--- config.mk ---
export PLATFORM = sky130hd
export DESIGN_NAME = fu_arbiter_flat
export DESIGN_NICKNAME = d
export VERILOG_FILES = /design/src/rtl/fu_arbiter_if.sv /design/src/rtl/fu_arbiter.sv /design/src/flat_wrapper.sv
export SDC_FILE = /design/constraint.sdc
export NUM_CORES = 1
export LEC_CHECK = 0
export ABC_AREA = 1
export BUFFER_PORTS_ARGS = -buffer_cell sky130_fd_sc_hd__buf_2
export CORE_MARGIN = 8
export CORE_UTILIZATION = 47
export DETAILED_ROUTE_END_ITERATION = 16
export HOLD_SLACK_MARGIN = 0.05
export PLACE_DENSITY_LB_ADDON = 0.08
export RECOVER_POWER = 100
export SYNTH_ARGS = -nofsm -noshare
export SYNTH_HDL_FRONTEND = slang
export SYNTH_SLANG_ARGS = --single-unit
export TNS_END_PERCENT = 100
--- constraint.sdc ---
create_clock -name clk -period 2.1 [get_ports clk]
set_input_delay 0.63 -clock clk [delete_from_list [all_inputs] [get_ports clk]]
set_output_delay 0.63 -clock clk [all_outputs]
set_load 0.03 [all_outputs]
--- src/rtl/fu_arbiter_if.sv ---
// Requester, response and functional-unit signals shared between the arbiter
// (slave side) and its environment of two requesters plus one FU (master side).
interface fu_arbiter_if;
    logic        req0_valid;
    logic        req1_valid;
    logic        req0_ready;
    logic        req1_ready;
    logic [15:0] req0_a;
    logic [15:0] req0_b;
    logic [15:0] req1_a;
    logic [15:0] req1_b;
    logic [3:0]  req0_op;
    logic [3:0]  req1_op;
    logic        rsp0_valid;
    logic        rsp1_valid;
    logic        rsp0_ready;
    logic        rsp1_ready;
    logic [15:0] rsp_result;
    logic [3:0]  rsp_status;
    logic [15:0] fu_a;
    logic [15:0] fu_b;
    logic [3:0]  fu_opcode;
    logic [15:0] fu_result;
    logic [3:0]  fu_status;

    modport slave (
        input  req0_valid, req1_valid, req0_a, req0_b, req1_a, req1_b,
        input  req0_op, req1_op, rsp0_ready, rsp1_ready, fu_result, fu_status,
        output req0_ready, req1_ready, rsp0_valid, rsp1_valid,
        output rsp_result, rsp_status, fu_a, fu_b, fu_opcode
    );

    modport master (
        output req0_valid, req1_valid, req0_a, req0_b, req1_a, req1_b,
        output req0_op, req1_op, rsp0_ready, rsp1_ready, fu_result, fu_status,
        input  req0_ready, req1_ready, rsp0_valid, rsp1_valid,
        input  rsp_result, rsp_status, fu_a, fu_b, fu_opcode
    );
endinterface

--- src/rtl/fu_arbiter.sv ---
// Two-requester arbiter in front of one shared combinational functional unit:
// accept -> one EXEC cycle -> hold the latched response until the owner takes it.
module fu_arbiter #(
    parameter bit FIXED_PRIO = 1'b0
) (
    input  logic         clk,
    input  logic         rst,
    fu_arbiter_if.slave  bus
);
    typedef enum logic [1:0] {IDLE, EXEC, RESP} state_t;

    state_t      state_q, state_d;
    logic        last_q, last_d;
    logic        owner_q, owner_d;
    logic [15:0] a_q, a_d;
    logic [15:0] b_q, b_d;
    logic [3:0]  op_q, op_d;
    logic [15:0] result_q, result_d;
    logic [3:0]  status_q, status_d;

    logic        idle;
    logic        exec;
    logic        resp;
    logic        grant1;
    logic        accept;
    logic        owner_ready;

    always_ff @(posedge clk) begin
        if (rst) begin
            state_q  <= IDLE;
            last_q   <= 1'b1;
            owner_q  <= 1'b0;
            a_q      <= '0;
            b_q      <= '0;
            op_q     <= '0;
            result_q <= '0;
            status_q <= '0;
        end else begin
            state_q  <= state_d;
            last_q   <= last_d;
            owner_q  <= owner_d;
            a_q      <= a_d;
            b_q      <= b_d;
            op_q     <= op_d;
            result_q <= result_d;
            status_q <= status_d;
        end
    end

    // Requester 1 loses a tie under fixed priority, or when it was granted last.
    assign grant1 = bus.req1_valid & ~(bus.req0_valid & (FIXED_PRIO | last_q));

    // Outputs are gated by rst so nothing is offered or driven while in reset.
    assign idle = (state_q == IDLE) & ~rst;
    assign exec = (state_q == EXEC) & ~rst;
    assign resp = (state_q == RESP) & ~rst;

    assign bus.req0_ready = idle & bus.req0_valid & ~grant1;
    assign bus.req1_ready = idle & grant1;
    assign accept         = bus.req0_ready | bus.req1_ready;

    assign bus.fu_a       = exec ? a_q  : 16'h0000;
    assign bus.fu_b       = exec ? b_q  : 16'h0000;
    assign bus.fu_opcode  = exec ? op_q : 4'h0;

    assign bus.rsp0_valid = resp & ~owner_q;
    assign bus.rsp1_valid = resp & owner_q;
    assign bus.rsp_result = result_q;
    assign bus.rsp_status = status_q;

    assign owner_ready = owner_q ? bus.rsp1_ready : bus.rsp0_ready;

    always_comb begin
        state_d  = state_q;
        last_d   = last_q;
        owner_d  = owner_q;
        a_d      = a_q;
        b_d      = b_q;
        op_d     = op_q;
        result_d = result_q;
        status_d = status_q;
        case (state_q)
            IDLE: begin
                if (accept) begin
                    a_d     = grant1 ? bus.req1_a  : bus.req0_a;
                    b_d     = grant1 ? bus.req1_b  : bus.req0_b;
                    op_d    = grant1 ? bus.req1_op : bus.req0_op;
                    owner_d = grant1;
                    last_d  = grant1;
                    state_d = EXEC;
                end
            end
            EXEC: begin
                result_d = bus.fu_result;
                status_d = bus.fu_status;
                state_d  = RESP;
            end
            RESP: begin
                if (owner_ready) begin
                    state_d = IDLE;
                end
            end
            default: state_d = IDLE;
        endcase
    end
endmodule
--- src/flat_wrapper.sv ---
// flat-port wrapper written by rule: the top's interface ports become plain ports
module fu_arbiter_flat 
#(
    parameter bit FIXED_PRIO = 1'b0
)
  (clk, rst, bus_req0_valid, bus_req1_valid, bus_req0_a, bus_req0_b, bus_req1_a, bus_req1_b, bus_req0_op, bus_req1_op, bus_rsp0_ready, bus_rsp1_ready, bus_fu_result, bus_fu_status, bus_req0_ready, bus_req1_ready, bus_rsp0_valid, bus_rsp1_valid, bus_rsp_result, bus_rsp_status, bus_fu_a, bus_fu_b, bus_fu_opcode);
  fu_arbiter_if bus_i ();
  input  logic clk;
  input  logic rst;
  input wire logic [$bits(bus_i.req0_valid)-1:0] bus_req0_valid;
  input wire logic [$bits(bus_i.req1_valid)-1:0] bus_req1_valid;
  input wire logic [$bits(bus_i.req0_a)-1:0] bus_req0_a;
  input wire logic [$bits(bus_i.req0_b)-1:0] bus_req0_b;
  input wire logic [$bits(bus_i.req1_a)-1:0] bus_req1_a;
  input wire logic [$bits(bus_i.req1_b)-1:0] bus_req1_b;
  input wire logic [$bits(bus_i.req0_op)-1:0] bus_req0_op;
  input wire logic [$bits(bus_i.req1_op)-1:0] bus_req1_op;
  input wire logic [$bits(bus_i.rsp0_ready)-1:0] bus_rsp0_ready;
  input wire logic [$bits(bus_i.rsp1_ready)-1:0] bus_rsp1_ready;
  input wire logic [$bits(bus_i.fu_result)-1:0] bus_fu_result;
  input wire logic [$bits(bus_i.fu_status)-1:0] bus_fu_status;
  output wire logic [$bits(bus_i.req0_ready)-1:0] bus_req0_ready;
  output wire logic [$bits(bus_i.req1_ready)-1:0] bus_req1_ready;
  output wire logic [$bits(bus_i.rsp0_valid)-1:0] bus_rsp0_valid;
  output wire logic [$bits(bus_i.rsp1_valid)-1:0] bus_rsp1_valid;
  output wire logic [$bits(bus_i.rsp_result)-1:0] bus_rsp_result;
  output wire logic [$bits(bus_i.rsp_status)-1:0] bus_rsp_status;
  output wire logic [$bits(bus_i.fu_a)-1:0] bus_fu_a;
  output wire logic [$bits(bus_i.fu_b)-1:0] bus_fu_b;
  output wire logic [$bits(bus_i.fu_opcode)-1:0] bus_fu_opcode;
  assign bus_i.req0_valid = bus_req0_valid;
  assign bus_i.req1_valid = bus_req1_valid;
  assign bus_i.req0_a = bus_req0_a;
  assign bus_i.req0_b = bus_req0_b;
  assign bus_i.req1_a = bus_req1_a;
  assign bus_i.req1_b = bus_req1_b;
  assign bus_i.req0_op = bus_req0_op;
  assign bus_i.req1_op = bus_req1_op;
  assign bus_i.rsp0_ready = bus_rsp0_ready;
  assign bus_i.rsp1_ready = bus_rsp1_ready;
  assign bus_i.fu_result = bus_fu_result;
  assign bus_i.fu_status = bus_fu_status;
  assign bus_req0_ready = bus_i.req0_ready;
  assign bus_req1_ready = bus_i.req1_ready;
  assign bus_rsp0_valid = bus_i.rsp0_valid;
  assign bus_rsp1_valid = bus_i.rsp1_valid;
  assign bus_rsp_result = bus_i.rsp_result;
  assign bus_rsp_status = bus_i.rsp_status;
  assign bus_fu_a = bus_i.fu_a;
  assign bus_fu_b = bus_i.fu_b;
  assign bus_fu_opcode = bus_i.fu_opcode;
  fu_arbiter #(.FIXED_PRIO(FIXED_PRIO)) u_core (.clk(clk), .rst(rst), .bus(bus_i));
endmodule
==> impl_results.md <==
* Status: complete, but fails checks
* Failing checks: setup timing
* DRT antenna net count at 0
* H-tree level count at 3
* Syn Nets at between 600 and 700
* Mapped Area at between 3000 and 4000 µm²
* Hold Crit Depth at 2
* Layout fillers at 672
* Vias in the first global route at 3619
* CTS buffer count at 9
* Setup TNS at -0.003488 ns
* Leak at between 2 and 3 nW
* Final net count at ~830
* Synth warn at 0
* Global-route wire length before repair at approximately 16000 µm
* Crit-path max FO at 4
* Die area at 10070 µm²
* Vias/cell at about 4.5
* CP Class: in -> out
* Register-to-Register Path Depth at 8
* HPWL Detailed at 7096 µm
* DR WL/cell at roughly 12 µm
* Fmax at 475.4 MHz
* Reg2Reg Launch Point: u_core.state_q[1]$_SDFFE_PP0P_
* Slew @ Worst Pin at approximately 0.6 ns
* Hold-fix buffers, CTS at 0
* Clk slew on worst S/H paths at about 0.07 ns
* Yosys reg bits at 60
* Setup WS post-layout at -0.003488 ns
* Worst Clk Skew at 0.006974 ns
* Crit path capture type: output port
* Syn Inst Count at about 580
* Die Y at around 100 µm
* Longest Clk Path Bufs at 2
* GR Overflow Total at 0
* Antenna violations before repair at 0
* Mean post-synth cell area at between 5 and 6 µm²
* Slew margin rel. at 0.6048
* Post-CTS setup buffer count at 0
* FF-to-FF End: u_core.a_q[13]$_SDFFE_PP0P_
* Max-slew violations at 0
* Largest net degree at the start of global routing at 39
* Hold WS at between 0.4 and 0.5 ns
* TritonCTS clock tree: done
* Critical path data required time at 1.47 ns
* Kind of start point of the critical path: input pin
* Io pins at around 160
* Root Driver: clkbuf_8
* Initial Util at 0.4892
* Worst vdd ir at 416.5 µV
* Global Route Usage Sum at 0.1903
* Layout cell share with drive strength beyond 1 at 0.2925
* First-pass DRT Iterations at 5
* Core Util, Final at 0.6690
* Clk Latency, worst-skew pair at 0.33 ns
* Final setup violation count at 1
* Vias at around 3800
* Port Buffers at ~160
* Type of the worst min-delay path: reg -> reg
* Hold Vio Cnt, Final at 0
* WP data arrival at 1.47 ns
* Gpl congestion at just under 0.8
* Maxcap violations at 0
* Num Clock Sinks at 60
* Core Region at 6832 µm²
* Post-synthesis sequential area ratio at 0.3594
* DRT iter0 DRCs at between 150 and 200
* Synth cell types at 15
* Area grow syn2layout at 36.77%
* Post-place setup slack at -0.07661 ns
* Residual DRC at 0
* Number of diodes at 0
* Minimum clock period at approximately 2.1 ns
* Fin crit share at 1.002
* Hold Startpoint: u_core.bus.rsp_result[2]$_SDFFE_PP0N_
* Row cnt at 30
* Hold path endpoint: u_core.bus.rsp_result[2]$_SDFFE_PP0N_
* Flop2flop setup slack at ~0.67 ns
* Power per cell area at 701.5 nW/µm²
* RSZ-0062 raised after global routing: true
* Die X at 100.3 µm
* Design Power at 3.206 mW
* Final wirelength at about 9900 µm
-- cell type report --
cell class	count	area [µm²]	share of cell area
inverter	118	442.9	0.09691
clock buffer	12	155.1	0.03394
tap	96	120.1	0.02628
sequential	60	1201	0.2628
timing repair buffer	171	1018	0.2228
multi-input combinational	370	1585	0.3468
clock inverter	4	47.55	0.01040
-- worst max-delay path, cell delays in order --
cell      delay (ns)
buf_2           0.12
buf_4           0.13
clkinv_1        0.08
nand2_1         0.06
nor2_1          0.11
nand2_1         0.09
inv_1           0.09
buf_4           0.16
-- report_power, final --
group | switching (mW) | leakage, nW | total, mW | internal, mW
clock | 0.447 | 0.102 | 1.06 | 0.609
combinational | 0.538 | 2.19 | 0.850 | 0.312
sequential | 0.0420 | 0.495 | 1.30 | 1.26
total | 1.03 | 2.78 | 3.21 | 2.18
-- cell families (layout without fill, tap and decap cells) --
kind of cell / Yosys count / count (layout) / share of synthesized area
AOI/OAI and AO/OA: 22 / 22 / 0.03632
DFF: 60 / 60 / 0.3594
and+or+nand+nor: 348 / 348 / 0.4208
buffers and inverters: 153 / 305 / 0.1835
-- through the flow --
step                      area (µm²)  std cells
after floorplan                 3344        583
after global placement          4198        815
after detailed placement        4198        815
after CTS                       4493        831
after global routing            4571        831
final                           4571        831
-- registers in the layout, indices dropped and copies added, names as in the netlist --
name and count:
u_core.state_q 2, u_core.last_q 1, u_core.a_q 16, u_core.op_q 4, u_core.b_q 16, u_core.bus.rsp_status 4, u_core.owner_q 1, u_core.bus.rsp_result 16
-- cells in the mapped netlist --
cell type | instances | area share
a21oi_4 | 1 | 0.0049
nor2_1 | 117 | 0.13
buf_6 | 1 | 0.0034
dfxtp_1 | 60 | 0.36
nand2_1 | 153 | 0.17
nand2_2 | 2 | 0.0037
o21ai_0 | 20 | 0.030
buf_2 | 7 | 0.010
buf_4 | 6 | 0.013
nand3_1 | 76 | 0.11
a21oi_1 | 1 | 0.0015
inv_1 | 101 | 0.11
inv_2 | 7 | 0.0079
clkinv_1 | 10 | 0.011
clkbuf_1 | 21 | 0.024
-- routing by layer --
| layer | track usage | part of all wire | vias to the layer above |
|---|---|---|---|
| met5 | 0 | 0 | - |
| met4 | 0.07209 | 0.017 | 0 |
| met3 | 0.05190 | 0.073 | 17 |
| met2 | 0.3569 | 0.51 | 115 |
| met1 | 0.1951 | 0.40 | 1645 |
| li1 | - | - | 1992 |
-- timing repair --
action	in CTS	in global routing
resized for setup	36	32
endpoints found under the hold margin	0	0
pin swaps	1	1
setup endpoints to repair	35	38
-- layout by cell type, fill, tap and decap left out --
cell / netlist / final
buf_4: 6 / 49
nand2_4: 0 / 1
o21ai_0: 20 / 20
clkinvlp_4: 0 / 1
nor2_1: 117 / 99
a21oi_4: 1 / 1
clkbuf_1: 21 / 1
nor2_2: 0 / 17
clkbuf_8: 0 / 11
nand2_2: 2 / 2
a21oi_1: 1 / 1
buf_12: 0 / 2
inv_2: 7 / 7
inv_1: 101 / 100
clkinv_2: 0 / 2
buf_8: 0 / 1
nand3_1: 76 / 76
nor2_4: 0 / 1
bufinv_16: 0 / 1
nand2_1: 153 / 152
buf_2: 7 / 119
clkinv_1: 10 / 11
dfxtp_1: 60 / 60
-- worst max-delay path by stage --
stage	from	cells after the start	slack, ns	end
2_1_floorplan	rst	4	-0.12	bus_fu_a[0]
3_3_place_gp	rst	6	-0.04	bus_fu_a[3]
3_5_place_dp	rst	6	-0.08	bus_fu_b[8]
4_1_cts	rst	6	0.01	bus_fu_b[8]
5_1_grt	rst	8	-0.06	bus_req1_ready
6_report	rst	8	-0.003	bus_req1_ready
Note: power is estimated with default switching activity, not from simulation.
